===== src/rtl/mips_multicycle_ctrl.sv =====
// mips_multicycle_ctrl
//   Main control FSM of the multicycle MIPS core. One instruction at a time
//   is sequenced through fetch, decode, execute, memory and writeback.
//   Memory states wait on mem_ready, so single- or multi-cycle memories work.
//
// Ports
//   clk, rst_n    clock, asynchronous active-low reset
//   Upcode[5:0]   opcode from the instruction register (read in DECODE/MEMADR)
//   mem_ready     memory finishes the current access this cycle
//   IRWrite, PCWrite, Branch, IorD, MemRead, MemWrite, RegWrite, RegDst,
//   MemtoReg, ALUSrcA, ALUSrcB[1:0], ALUOp[1:0], PCSrc[1:0]
//                 datapath controls (Moore, except IRWrite/PCWrite in FETCH)
//   instr_done    one-cycle pulse as an instruction retires
//   illegal_op    one-cycle pulse in DECODE for an unsupported opcode
//   state_dbg     current state code
module mips_multicycle_ctrl (
    input  logic       clk,
    input  logic       rst_n,
    input  logic [5:0] Upcode,
    input  logic       mem_ready,
    output logic       IRWrite,
    output logic       PCWrite,
    output logic       Branch,
    output logic       IorD,
    output logic       MemRead,
    output logic       MemWrite,
    output logic       RegWrite,
    output logic       RegDst,
    output logic       MemtoReg,
    output logic       ALUSrcA,
    output logic [1:0] ALUSrcB,
    output logic [1:0] ALUOp,
    output logic [1:0] PCSrc,
    output logic       instr_done,
    output logic       illegal_op,
    output logic [3:0] state_dbg
);

    typedef enum logic [3:0] {
        S_RESET  = 4'd0,
        S_FETCH  = 4'd1,
        S_DECODE = 4'd2,
        S_MEMADR = 4'd3,
        S_MEMRD  = 4'd4,
        S_MEMWB  = 4'd5,
        S_MEMWR  = 4'd6,
        S_RTEX   = 4'd7,
        S_RTWB   = 4'd8,
        S_BEQEX  = 4'd9,
        S_ADDIEX = 4'd10,
        S_ADDIWB = 4'd11,
        S_JEX    = 4'd12
    } state_t;

    localparam logic [5:0] OP_RTYPE = 6'b000000;
    localparam logic [5:0] OP_LW    = 6'b100011;
    localparam logic [5:0] OP_SW    = 6'b101011;
    localparam logic [5:0] OP_BEQ   = 6'b000100;
    localparam logic [5:0] OP_ADDI  = 6'b001000;
    localparam logic [5:0] OP_J     = 6'b000010;

    state_t state, next;

    always_ff @(posedge clk or negedge rst_n) begin
        if (!rst_n) state <= S_RESET;
        else        state <= next;
    end

    assign state_dbg = state;

    always_comb begin
        next       = S_FETCH;
        IRWrite    = 1'b0;
        PCWrite    = 1'b0;
        Branch     = 1'b0;
        IorD       = 1'b0;
        MemRead    = 1'b0;
        MemWrite   = 1'b0;
        RegWrite   = 1'b0;
        RegDst     = 1'b0;
        MemtoReg   = 1'b0;
        ALUSrcA    = 1'b0;
        ALUSrcB    = 2'b00;
        ALUOp      = 2'b00;
        PCSrc      = 2'b00;
        instr_done = 1'b0;
        illegal_op = 1'b0;

        case (state)
            S_RESET: next = S_FETCH;

            S_FETCH: begin
                // PC+4 is computed every fetch cycle, but IR and PC only load
                // in the cycle the memory actually returns the word.
                MemRead = 1'b1;
                ALUSrcB = 2'b01;
                IRWrite = mem_ready;
                PCWrite = mem_ready;
                next    = mem_ready ? S_DECODE : S_FETCH;
            end

            S_DECODE: begin
                // ALU precomputes PC + (imm << 2) for a possible beq.
                ALUSrcB = 2'b11;
                case (Upcode)
                    OP_RTYPE:     next = S_RTEX;
                    OP_LW, OP_SW: next = S_MEMADR;
                    OP_BEQ:       next = S_BEQEX;
                    OP_ADDI:      next = S_ADDIEX;
                    OP_J:         next = S_JEX;
                    default: begin
                        next       = S_FETCH;
                        illegal_op = 1'b1;
                    end
                endcase
            end

            S_MEMADR: begin
                ALUSrcA = 1'b1;
                ALUSrcB = 2'b10;
                next    = (Upcode == OP_LW) ? S_MEMRD : S_MEMWR;
            end

            S_MEMRD: begin
                MemRead = 1'b1;
                IorD    = 1'b1;
                next    = mem_ready ? S_MEMWB : S_MEMRD;
            end

            S_MEMWB: begin
                RegWrite   = 1'b1;
                MemtoReg   = 1'b1;
                instr_done = 1'b1;
            end

            S_MEMWR: begin
                // A store retires the cycle memory accepts it.
                MemWrite   = 1'b1;
                IorD       = 1'b1;
                instr_done = mem_ready;
                next       = mem_ready ? S_FETCH : S_MEMWR;
            end

            S_RTEX: begin
                ALUSrcA = 1'b1;
                ALUOp   = 2'b10;
                next    = S_RTWB;
            end

            S_RTWB: begin
                RegWrite   = 1'b1;
                RegDst     = 1'b1;
                instr_done = 1'b1;
            end

            S_BEQEX: begin
                ALUSrcA    = 1'b1;
                ALUOp      = 2'b01;
                Branch     = 1'b1;
                PCSrc      = 2'b01;
                instr_done = 1'b1;
            end

            S_ADDIEX: begin
                ALUSrcA = 1'b1;
                ALUSrcB = 2'b10;
                next    = S_ADDIWB;
            end

            S_ADDIWB: begin
                RegWrite   = 1'b1;
                instr_done = 1'b1;
            end

            S_JEX: begin
                PCWrite    = 1'b1;
                PCSrc      = 2'b10;
                instr_done = 1'b1;
            end

            // Unused codes recover to FETCH with all outputs idle.
            default: next = S_FETCH;
        endcase
    end

endmodule


===== config.mk =====
export PLATFORM = sky130hd
export DESIGN_NAME = mips_multicycle_ctrl
export DESIGN_NICKNAME = d
export VERILOG_FILES = /design/src/rtl/mips_multicycle_ctrl.sv
export SDC_FILE = /design/constraint.sdc
export NUM_CORES = 1
export LEC_CHECK = 0
export CORE_MARGIN = 4
export CORE_UTILIZATION = 40
export DETAILED_ROUTE_END_ITERATION = 8
export GPL_TIMING_DRIVEN = 0
export PLACE_DENSITY_LB_ADDON = 0.15
export SKIP_LAST_GASP = 1
export SLEW_MARGIN = 25
export SYNTH_ARGS = -nofsm -noshare
export SYNTH_HDL_FRONTEND = slang
export SYNTH_SLANG_ARGS = --single-unit

===== constraint.sdc =====
create_clock -name clk -period 1.7 [get_ports clk]
set_input_delay 0.17 -clock clk [delete_from_list [all_inputs] [get_ports clk]]
set_output_delay 0.17 -clock clk [all_outputs]
set_load 0.1 [all_outputs]

==> flow_summary.yaml, run 1 <==
place:
  place_ws_ps: -966
  post_dp_cell_area_mm2: 0.00107
  port_buffers: 28
  dp_hpwl_mm: 1.41
  routabilityCongestion: 0.804
outcome:
  error_line: "[ERROR DPL-0038] Utilization greater than 100%, impossible to legalize"
  failing_step: "global routing (5_1_grt)"
  status: "did not finish"
yosys:
  synth_commonest_cells: "nor2_1 (9), buf_2 (5), nand2_1 (5), nor3_1 (5)"
  synth_cells: 78
  synth-seq-area-share_pct: 16.6
  synth_top_area_share_pct: 16.6
  syn_area_um2: 604
  synth_nets: 87
  yosysTopAreaCell: "dfrtp_1"
  synth_edf_count: 0
  synth_ff_type: "dfrtp_1"
  ys_ff_latch: 4
  synth_most_common_cell: "nor2_1"
  avgSynthCellArea_um2: 7.75
  synth_warnings: 0
  async_flop_share_pct: 100
  synthTopCellsByArea: "dfrtp_1 (17%), nor2_1 (5.6%), nand2b_4 (4.6%)"
  yosysUniqueCellTypes: 39
die:
  rows: 13
  die_h_um: 46.9
  ioPinCount: 31
  die_x_um: 46.9
  initial_utilization_pct: 44.2
sta:
  worstEndpointGrtRepair: "RegWrite"
  worst-ep-kind: "top-level output"
clock_network:
  htree_levels: 1
  hold_buffers: 0
  cts_buffers: 3
  clockRootBuffer: "clkbuf_4"
  clkSinkCount: 4
  cts.path.max_buffers: 2
global_routing:
  grt_max_degree: 11
through the flow:
step | std cells | util, %
after CTS | 129 | 87.2
after floorplan | 78 | -
after detailed placement | 121 | 78.6
after global placement | 121 | 78.6
repair_timing:
item	CTS
pin swaps	4
setup endpoints to repair	22
setup buffers	7
gates resized for setup	141
cloned	0
cell families after synthesis:
family	count (synthesis)	synth area share, %
AO/OA/AOI/OAI	20	25.1
XOR/XNOR	3	4.35
buffers and inverters	12	12.8
flip-flops	4	16.6
multiplexers	2	3.31
AND/OR/NAND/NOR	37	37.9
==> inputs of run 2 (changes only) <==
--- a/config.mk
+++ b/config.mk
@@ -5,9 +5,9 @@
 export SDC_FILE = /design/constraint.sdc
 export NUM_CORES = 1
 export LEC_CHECK = 0
-export CORE_MARGIN = 4
-export CORE_UTILIZATION = 40
+export CORE_AREA = 4 4 65 67
 export DETAILED_ROUTE_END_ITERATION = 8
+export DIE_AREA = 0 0 69 71
 export GPL_TIMING_DRIVEN = 0
 export PLACE_DENSITY_LB_ADDON = 0.15
 export SKIP_LAST_GASP = 1
==> run 2 against run 1 <==
  * Area after synthesis stayed put
  * The flow now finishes, with violations (negative setup slack)
  * Synthesized cell count stayed put
==> flow_summary.yaml, run 2 <==
sta:
  finalCritPeriodShare_pct: 105
  setup_viol: 5
  hold_viol: 0
  slew_headroom_pct: 36.9
  hold_slack_ps: 151
  timing.final.ws_setup_ps: -81.0
  rsz0062_at_grt: "yes"
  worstMarginPinSlew_ps: 951
  skew_ps: 2.44
  maxSlewViolCount: 0
  max_clock_freq_mhz: 561
  period_minus_slack_ps: 1780
clock_network:
  clk_pin_slew_ps: 30
  cts_tree: "built"
  cts_buffers: 3
  clockRootBuffer: "clkbuf_8"
  cts.path.max_buffers: 2
  hold_buffers: 0
  clkLatencyLatePin_ps: 220
  htree_levels: 1
  clkSinkCount: 4
die:
  die_h_um: 71
  die_x_um: 69
  initial_utilization_pct: 16.6
  fp.dieArea_mm2: 0.00490
  ioPinCount: 31
  core_area_mm2: 0.00363
  rows: 22
yosys:
  synth_cells: 78
  ys_ff_latch: 4
  yosysTopAreaCell: "dfrtp_1"
  avgSynthCellArea_um2: 7.75
  synth_top_area_share_pct: 16.6
  syn_area_um2: 604
  synth_commonest_cells: "nor2_1 (9), buf_2 (5), nand2_1 (5), nor3_1 (5)"
  async_flop_share_pct: 100
  synth_edf_count: 0
  yosysUniqueCellTypes: 39
  synth_nets: 87
  synth_warnings: 0
  synth-seq-area-share_pct: 16.6
  synth_most_common_cell: "nor2_1"
  synth_ff_type: "dfrtp_1"
  synthTopCellsByArea: "dfrtp_1 (17%), nor2_1 (5.6%), nand2b_4 (4.6%)"
min_path:
  hold_path.class: "input pin to asynchronous set/reset pin"
final_layout:
  drive_gt1_share_pct: 65.1
  num_antenna_cells: 0
  layout_commonest_cell: "buf_4"
  largest_reg_flops: 4
  area_growth_syn_to_layout_pct: 144
  most-common-layout-cells: "buf_4 (23), buf_12 (13), nor2_4 (6), buf_6 (6), clkdlybuf4s50_1 (6)"
  nNetsFinal: 137
  nFillCells: 372
place:
  dp_hpwl_mm: 1.58
  routabilityCongestion: 0.694
  port_buffers: 28
worst_setup_path:
  criticalPathCategory: "flip-flop to output pin"
  start_kind: "flip-flop"
  path_max_fanout: 6
  required_ps: 1530
  cp.arrival_ps: 1610
  setup.worst_path.end_class: "output pin"
routing:
  drtPass1Iterations: 4
  drtIter0Drc: 14
  routed_wl_mm: 2.25
  antenna_left: 0
  detail_route.drc_violations: 0
  avgViaCountPerCell: 4.36
  vias: 758
  wire_per_inst_um: 13.0
outcome:
  status: "finished with violations"
  violations: "negative setup slack"
flow_run:
  drv_cap: 0
global_routing:
  grt_pass1_wl_mm: 3.56
  grt_antenna_before_repair: 0
  grt_usage_pct: 9.02
  grt_overflow: 0
  first_global_vias: 744
  grt_max_degree: 11
## run 2: cell counts after synthesis
No cell type changed its count.
## run 2: worst max-delay path, stage by stage (launching register included)
cell        delay, ps
dfrtp_4           480
buf_12            140
buf_12            120
nor2_4            110
nand4b_1          140
buf_6             160
clkinvlp_4         70
buf_12            160
## run 2: final cells by class
class                   instances  area, um2  share of cell area (%)
multi-input cells              62        594                    40.3
inverters                       2       11.3                   0.763
clock buffers                   3       41.3                    2.80
plain buffers                   8        103                    6.95
repair buffers                 47        552                    37.4
well taps                      48       60.1                    4.07
flip-flops and latches          4        115                    7.80
## run 2: path summary, 6_finish.rpt
path	startpoint	endpoint	slack, ps	cells past startpoint
worst max-delay path	state_dbg[3]$_DFF_PN0_	IRWrite	-80	7
worst min-delay path	rst_n	state_dbg[0]$_DFF_PN0_	150	1
worst max register to register	state_dbg[3]$_DFF_PN0_	state_dbg[1]$_DFF_PN0_	170	6
worst min register to register	state_dbg[3]$_DFF_PN0_	state_dbg[2]$_DFF_PN0_	710	3
max in group asynchronous	rst_n	state_dbg[3]$_DFF_PN0_	1360	1
min in group clk	Upcode[3]	state_dbg[2]$_DFF_PN0_	320	4
## run 2: layer usage
metal | vias up | share of wire (%) | GRT usage (%)
li1 | 378 | - | -
met5 | - | 0 | 0
met2 | 20 | 51 | 15.8
met4 | 0 | 1.8 | 3.90
met3 | 5 | 3.7 | 2.13
met1 | 355 | 43 | 10.5
## run 2: kinds of logic after synthesis
kind of cell    after synthesis  synth area share (%)
compound gates               20                  25.1
xor+xnor                      3                  4.35
buf+inv                      12                  12.8
flops                         4                  16.6
mux                           2                  3.31
simple gates                 37                  37.9
## run 2: per-stage QoR
step                instance area (um2)  utilization, %  TNS [ps]  setup WS (ps)  instances
finish                             1480            40.6      -241          -81.0        174
global route                       1480            40.6      -818           -153        174
CTS                                1260            34.7      -567           -168        162
detailed placement                 1110            30.7    -12690          -1030        154
global placement                   1110            30.7    -12630          -1030        154
floorplan                           774               -     -4040           -617         78
## run 2: timing repair
action / in CTS / in global routing
resized for setup: 141 / 17
setup buffers: 7 / 10
setup endpoints to repair: 22 / 11
gates cloned: 0 / 2
pin swaps: 5 / 4
Power of run 2 is not shown: default switching activity piles up to over one toggle a cycle in this logic, so the estimate is an artifact.
==> inputs of run 3 (changes only) <==
--- a/config.mk
+++ b/config.mk
@@ -9,7 +9,7 @@
 export DETAILED_ROUTE_END_ITERATION = 8
 export DIE_AREA = 0 0 69 71
 export GPL_TIMING_DRIVEN = 0
-export PLACE_DENSITY_LB_ADDON = 0.15
+export PLACE_DENSITY = 0.52
 export SKIP_LAST_GASP = 1
 export SLEW_MARGIN = 25
 export SYNTH_ARGS = -nofsm -noshare
==> run 3 against run 2 <==
  * The run still ends with negative setup slack left
  * Sequential share of layout area grew 0.27 points
  * Maximum frequency rose by 3.1%
  * Clock skew fell by 2.2 ps
  * Non-clock buffer count shrank 1
  * Routed wire length is 1.2% higher
  * Setup slack better by 53 ps
==> flow_summary.yaml, run 3 (synthesized netlist as in run 2, its figures left out) <==
outcome:
  status: "finished with violations"
  violations: "negative setup slack"
global_routing:
  grt_usage_pct: 8.79
  grt_max_degree: 11
  first_global_vias: 717
  grt_overflow: 0
  grt_antenna_before_repair: 0
  grt_pass1_wl_mm: 3.52
sta:
  max_clock_freq_mhz: 579
  timing.final.ws_setup_ps: -28.0
  setup_viol: 4
  final.setup.tns_ps: -78.0
  finalCritPeriodShare_pct: 102
  period_minus_slack_ps: 1730
  maxSlewViolCount: 0
  slew_headroom_pct: 36.6
  hold_viol: 0
  rsz0062_at_grt: "yes"
  skew_ps: 0.233
  worstMarginPinSlew_ps: 954
worst_setup_path:
  criticalPathCategory: "flip-flop to output pin"
  required_ps: 1530
  start_kind: "flip-flop"
  path_max_fanout: 5
  setup.worst_path.end_class: "output pin"
  cp.arrival_ps: 1560
place:
  place_ws_ps: -1000
  port_buffers: 28
  dp_hpwl_mm: 1.64
  routabilityCongestion: 0.697
clock_network:
  hold_buffers: 0
  cts_buffers: 3
  clkSinkCount: 4
  htree_levels: 1
  clockRootBuffer: "clkbuf_8"
  clk_pin_slew_ps: 30
  cts.path.max_buffers: 2
  clkLatencyLatePin_ps: 210
  cts_tree: "built"
flow_run:
  drv_cap: 0
final_layout:
  nFillCells: 381
  multi_input_area_um2: 589
  nNetsFinal: 136
  most-common-layout-cells: "buf_4 (24), buf_12 (12), nor2_4 (6), clkdlybuf4s50_1 (6), buf_6 (5)"
  num_antenna_cells: 0
  layout_commonest_cell: "buf_4"
  largest_reg_flops: 4
  register_area_um2: 115
  area_growth_syn_to_layout_pct: 136
  fin_util_pct: 39.3
  drive_gt1_share_pct: 64.8
die:
  ioPinCount: 31
  initial_utilization_pct: 16.6
  core_area_mm2: 0.00363
  rows: 22
  die_x_um: 69
  die_h_um: 71
  fp.dieArea_mm2: 0.00490
routing:
  antenna_left: 0
  drtIter0Drc: 33
  vias: 738
  avgViaCountPerCell: 4.27
  detail_route.drc_violations: 0
  drtPass1Iterations: 4
  routed_wl_mm: 2.28
  wire_per_inst_um: 13.2
min_path:
  hold_path.class: "input pin to asynchronous set/reset pin"
==> run 3: metrics by stage <==
step                      cell area (um2)  hold WS, ps  cells
after floorplan                       774         -126     78
after global placement               1110          382    154
after detailed placement             1110          389    154
after CTS                            1250          165    160
after global routing                 1430          184    173
final                                1430          165    173
==> run 3: cell type report <==
type | instances | share of cell area, %
Buffer | 8 | 7.11
Clock buffer | 3 | 2.89
Inverter | 2 | 0.789
Multi-Input combinational cell | 62 | 41.3
Sequential cell | 4 | 8.07
Tap cell | 48 | 4.21
Timing Repair Buffer | 46 | 35.6
==> run 3: repair_timing <==
action                                  CTS  global route
endpoints found under the setup margin   22             9
gates resized for setup                 141            15
setup buffers                             4            14
pin swaps                                 6             6
==> run 3: critical path, cell delays in order (launching register included) <==
cell and delay [ps]:
dfrtp_4 470, buf_12 140, buf_12 130, nor2_4 90
buf_4 120, and4_4 210, buf_12 170
==> run 3: metal layers <==
metal	vias up	wire length [um]	global-route usage [%]
met1	349	1020	11.0
met4	0	8	3.25
li1	375	-	-
met3	2	66	2.27
met2	12	1180	14.5
met5	-	0	0
==> run 3: worst paths after layout <==
check / from / end / slack [ps] / cells past startpoint
max in group asynchronous: rst_n / state_dbg[3]$_DFF_PN0_ / 1340 / 1
setup reg to reg: state_dbg[3]$_DFF_PN0_ / state_dbg[1]$_DFF_PN0_ / 210 / 6
hold reg to reg: state_dbg[3]$_DFF_PN0_ / state_dbg[2]$_DFF_PN0_ / 720 / 3
min in group clk: Upcode[3] / state_dbg[2]$_DFF_PN0_ / 330 / 4
hold / removal: rst_n / state_dbg[1]$_DFF_PN0_ / 160 / 1
setup / recovery: state_dbg[3]$_DFF_PN0_ / illegal_op / -30 / 6
Power of run 3 is left out for the same reason.
==> inputs of run 4 (changes only) <==
--- a/config.mk
+++ b/config.mk
@@ -5,13 +5,14 @@
 export SDC_FILE = /design/constraint.sdc
 export NUM_CORES = 1
 export LEC_CHECK = 0
+export ABC_AREA = 1
 export CORE_AREA = 4 4 65 67
 export DETAILED_ROUTE_END_ITERATION = 8
 export DIE_AREA = 0 0 69 71
 export GPL_TIMING_DRIVEN = 0
-export PLACE_DENSITY = 0.52
+export PLACE_DENSITY = 0.5
 export SKIP_LAST_GASP = 1
-export SLEW_MARGIN = 25
+export SLEW_MARGIN = 40
 export SYNTH_ARGS = -nofsm -noshare
 export SYNTH_HDL_FRONTEND = slang
 export SYNTH_SLANG_ARGS = --single-unit
==> run 4 against run 3 <==
  * The run now ends clean
  * Core utilization decreased by 7.2 points
  * Maximum frequency rose by 3.0%
  * Non-clock buffer count shrank 17
  * Critical path depth up 1
  * Die area did not move
  * Synthesized cell count increased by 40%
  * Critical endpoint is now instr_done
  * Highest routed layer unchanged
==> flow_summary.yaml, run 4 <==
routing:
  routed_wl_mm: 1.94
  wire_per_inst_um: 9.88
  antenna_left: 0
  vias: 768
  drtIter0Drc: 39
  avgViaCountPerCell: 3.92
  drtPass1Iterations: 4
  detail_route.drc_violations: 0
die:
  fp.dieArea_mm2: 0.00490
  rows: 22
  initial_utilization_pct: 15.0
  die_h_um: 71
  die_x_um: 69
  ioPinCount: 31
  core_area_mm2: 0.00363
final_layout:
  fin_area_mm2: 0.00116
  area_growth_syn_to_layout_pct: 113
  drive_gt1_share_pct: 48.0
  nNetsFinal: 159
  stdcell_count: 196
  most-common-layout-cells: "nand2_1 (27), nor2_1 (16), nand3_1 (14)"
  largest_reg_flops: 4
  nFillCells: 399
  register_area_um2: 115
  num_antenna_cells: 0
  layout_commonest_cell: "nand2_1"
  multi_input_area_um2: 468
yosys:
  synth_warnings: 0
  synth_cells: 109
  synth_nets: 118
  async_flop_share_pct: 100
  avgSynthCellArea_um2: 5.02
  synth_xor_area_share_pct: 0
  synth_edf_count: 0
  synth_compound_area_share_pct: 2.75
  synthAdderAreaFrac_pct: 0
  synth_top_area_share_pct: 22.0
  synth_top_family_by_area: "simple AND/OR/NAND/NOR gates"
  synthSimpleGateAreaFrac_pct: 61.1
  synth_ff_type: "dfrtp_1"
  yosysUniqueCellTypes: 14
  synth_commonest_cells: "nand2_1 (32), nor2_1 (22), inv_1 (20), nand3_1 (16)"
  synth_mux_area_share_pct: 0
  synth-seq-area-share_pct: 18.3
  syn_area_um2: 547
  synth_most_common_cell: "nand2_1"
  ys_ff_latch: 4
  synthTopCellsByArea: "nand2_1 (22%), dfrtp_1 (18%), nor2_1 (15%)"
  yosysTopAreaCell: "nand2_1"
global_routing:
  grt_antenna_before_repair: 0
  grt_pass1_wl_mm: 3.13
  grt_overflow: 0
  grt_usage_pct: 7.78
  first_global_vias: 716
  grt_max_degree: 8
place:
  port_buffers: 30
  place_inst: 187
  routabilityCongestion: 0.800
  dp_hpwl_mm: 1.55
  post_dp_cell_area_um2: 927
sta:
  final.setup.tns_ps: 0
  maxSlewViolCount: 0
  rsz0062_at_grt: "yes"
  period_minus_slack_ps: 1680
  hold_viol: 0
  worstMarginPinSlew_ps: 489
  max_clock_freq_mhz: 596
  skew_ps: 1.47
  setup_viol: 0
  finalCritPeriodShare_pct: 98.7
  slew_headroom_pct: 67.6
worst_setup_path:
  cp.arrival_ps: 1510
  start_kind: "flip-flop"
  required_ps: 1530
  reg2reg_to: "state_dbg[0]$_DFF_PN0_"
  crit_start: "state_dbg[3]$_DFF_PN0_"
  r2r_slack_ps: 440
  path_max_fanout: 6
  setup.worst_path.end_class: "output pin"
  endpoint: "instr_done"
  r2r-start: "state_dbg[3]$_DFF_PN0_"
  r2r_cells: 6
  criticalPathCategory: "flip-flop to output pin"
clock_network:
  cts.path.max_buffers: 2
  clockRootBuffer: "clkbuf_8"
  clk_pin_slew_ps: 30
  hold_buffers: 0
  clkLatencyLatePin_ps: 210
  cts_tree: "built"
  cts_buffers: 3
  htree_levels: 1
  clkSinkCount: 4
flow_run:
  drv_cap: 0
min_path:
  hold_path.class: "input pin to asynchronous set/reset pin"
outcome:
  status: "complete, no violations"
==> run 4: cell count changes after synthesis, sizes merged, moves of 3 or more <==
cell and change:
nor3 -4, nand2 +29, inv +22, nor2 +16, o21a -3, nand3 +15, buf -9, nand2b -6
==> run 4: logic make-up after synthesis <==
group | Yosys count
and+or+nand+nor | 77
AOI/OAI and AO/OA | 3
DFF | 4
buffers and inverters | 25
==> run 4: timing repair <==
| action | CTS | global route |
|---|---|---|
| gates resized for setup | 28 | 18 |
| pin swaps | 3 | 2 |
| setup buffers | 1 | 5 |
| setup endpoints to repair | 14 | 14 |
==> run 4: per-stage QoR <==
| step | hold slack (ps) | utilization [%] | worst slack (ps) |
|---|---|---|---|
| 2_1_floorplan | -126 | - | -623 |
| 3_3_place_gp | 382 | 28.5 | -799 |
| 3_5_place_dp | 381 | 25.5 | -93.1 |
| 4_1_cts | 158 | 29.3 | -75.9 |
| 5_1_grt | 166 | 32.1 | -48.7 |
| 6_report | 156 | 32.1 | 22.2 |
==> run 4: critical path, cell delays in order (launching register included) <==
cell and delay (ps):
dfrtp_4 520, nand2_4 110, inv_2 50, nand2_4 90
clkinvlp_4 140, nor2_4 120, nand3_4 80, buf_12 170
==> run 4: layout make-up <==
class,instances,share of cell area (%)
well taps,48,5.16
plain buffers,1,1.72
repair buffers,36,29.9
multi-input cells,80,40.2
flip-flops and latches,4,9.88
inverters,24,9.67
clock buffers,3,3.54
==> run 4: worst min-delay path by stage <==
stage	end	slack (ps)
2_1_floorplan	state_dbg[0]$_DFF_PN0_	-130
5_1_grt	state_dbg[0]$_DFF_PN0_	170
6_report	state_dbg[0]$_DFF_PN0_	160
4_1_cts	state_dbg[0]$_DFF_PN0_	160
3_3_place_gp	state_dbg[2]$_DFF_PN0_	380
3_5_place_dp	state_dbg[0]$_DFF_PN0_	380
==> run 4: routing by layer <==
| metal | track usage (%) | part of all wire (%) |
|---|---|---|
| met1 | 9.21 | 44 |
| met2 | 13.2 | 51 |
| met3 | 1.56 | 3.9 |
| met4 | 4.12 | 1.4 |
| met5 | 0 | 0 |
Power of run 4 is left out for the same reason.
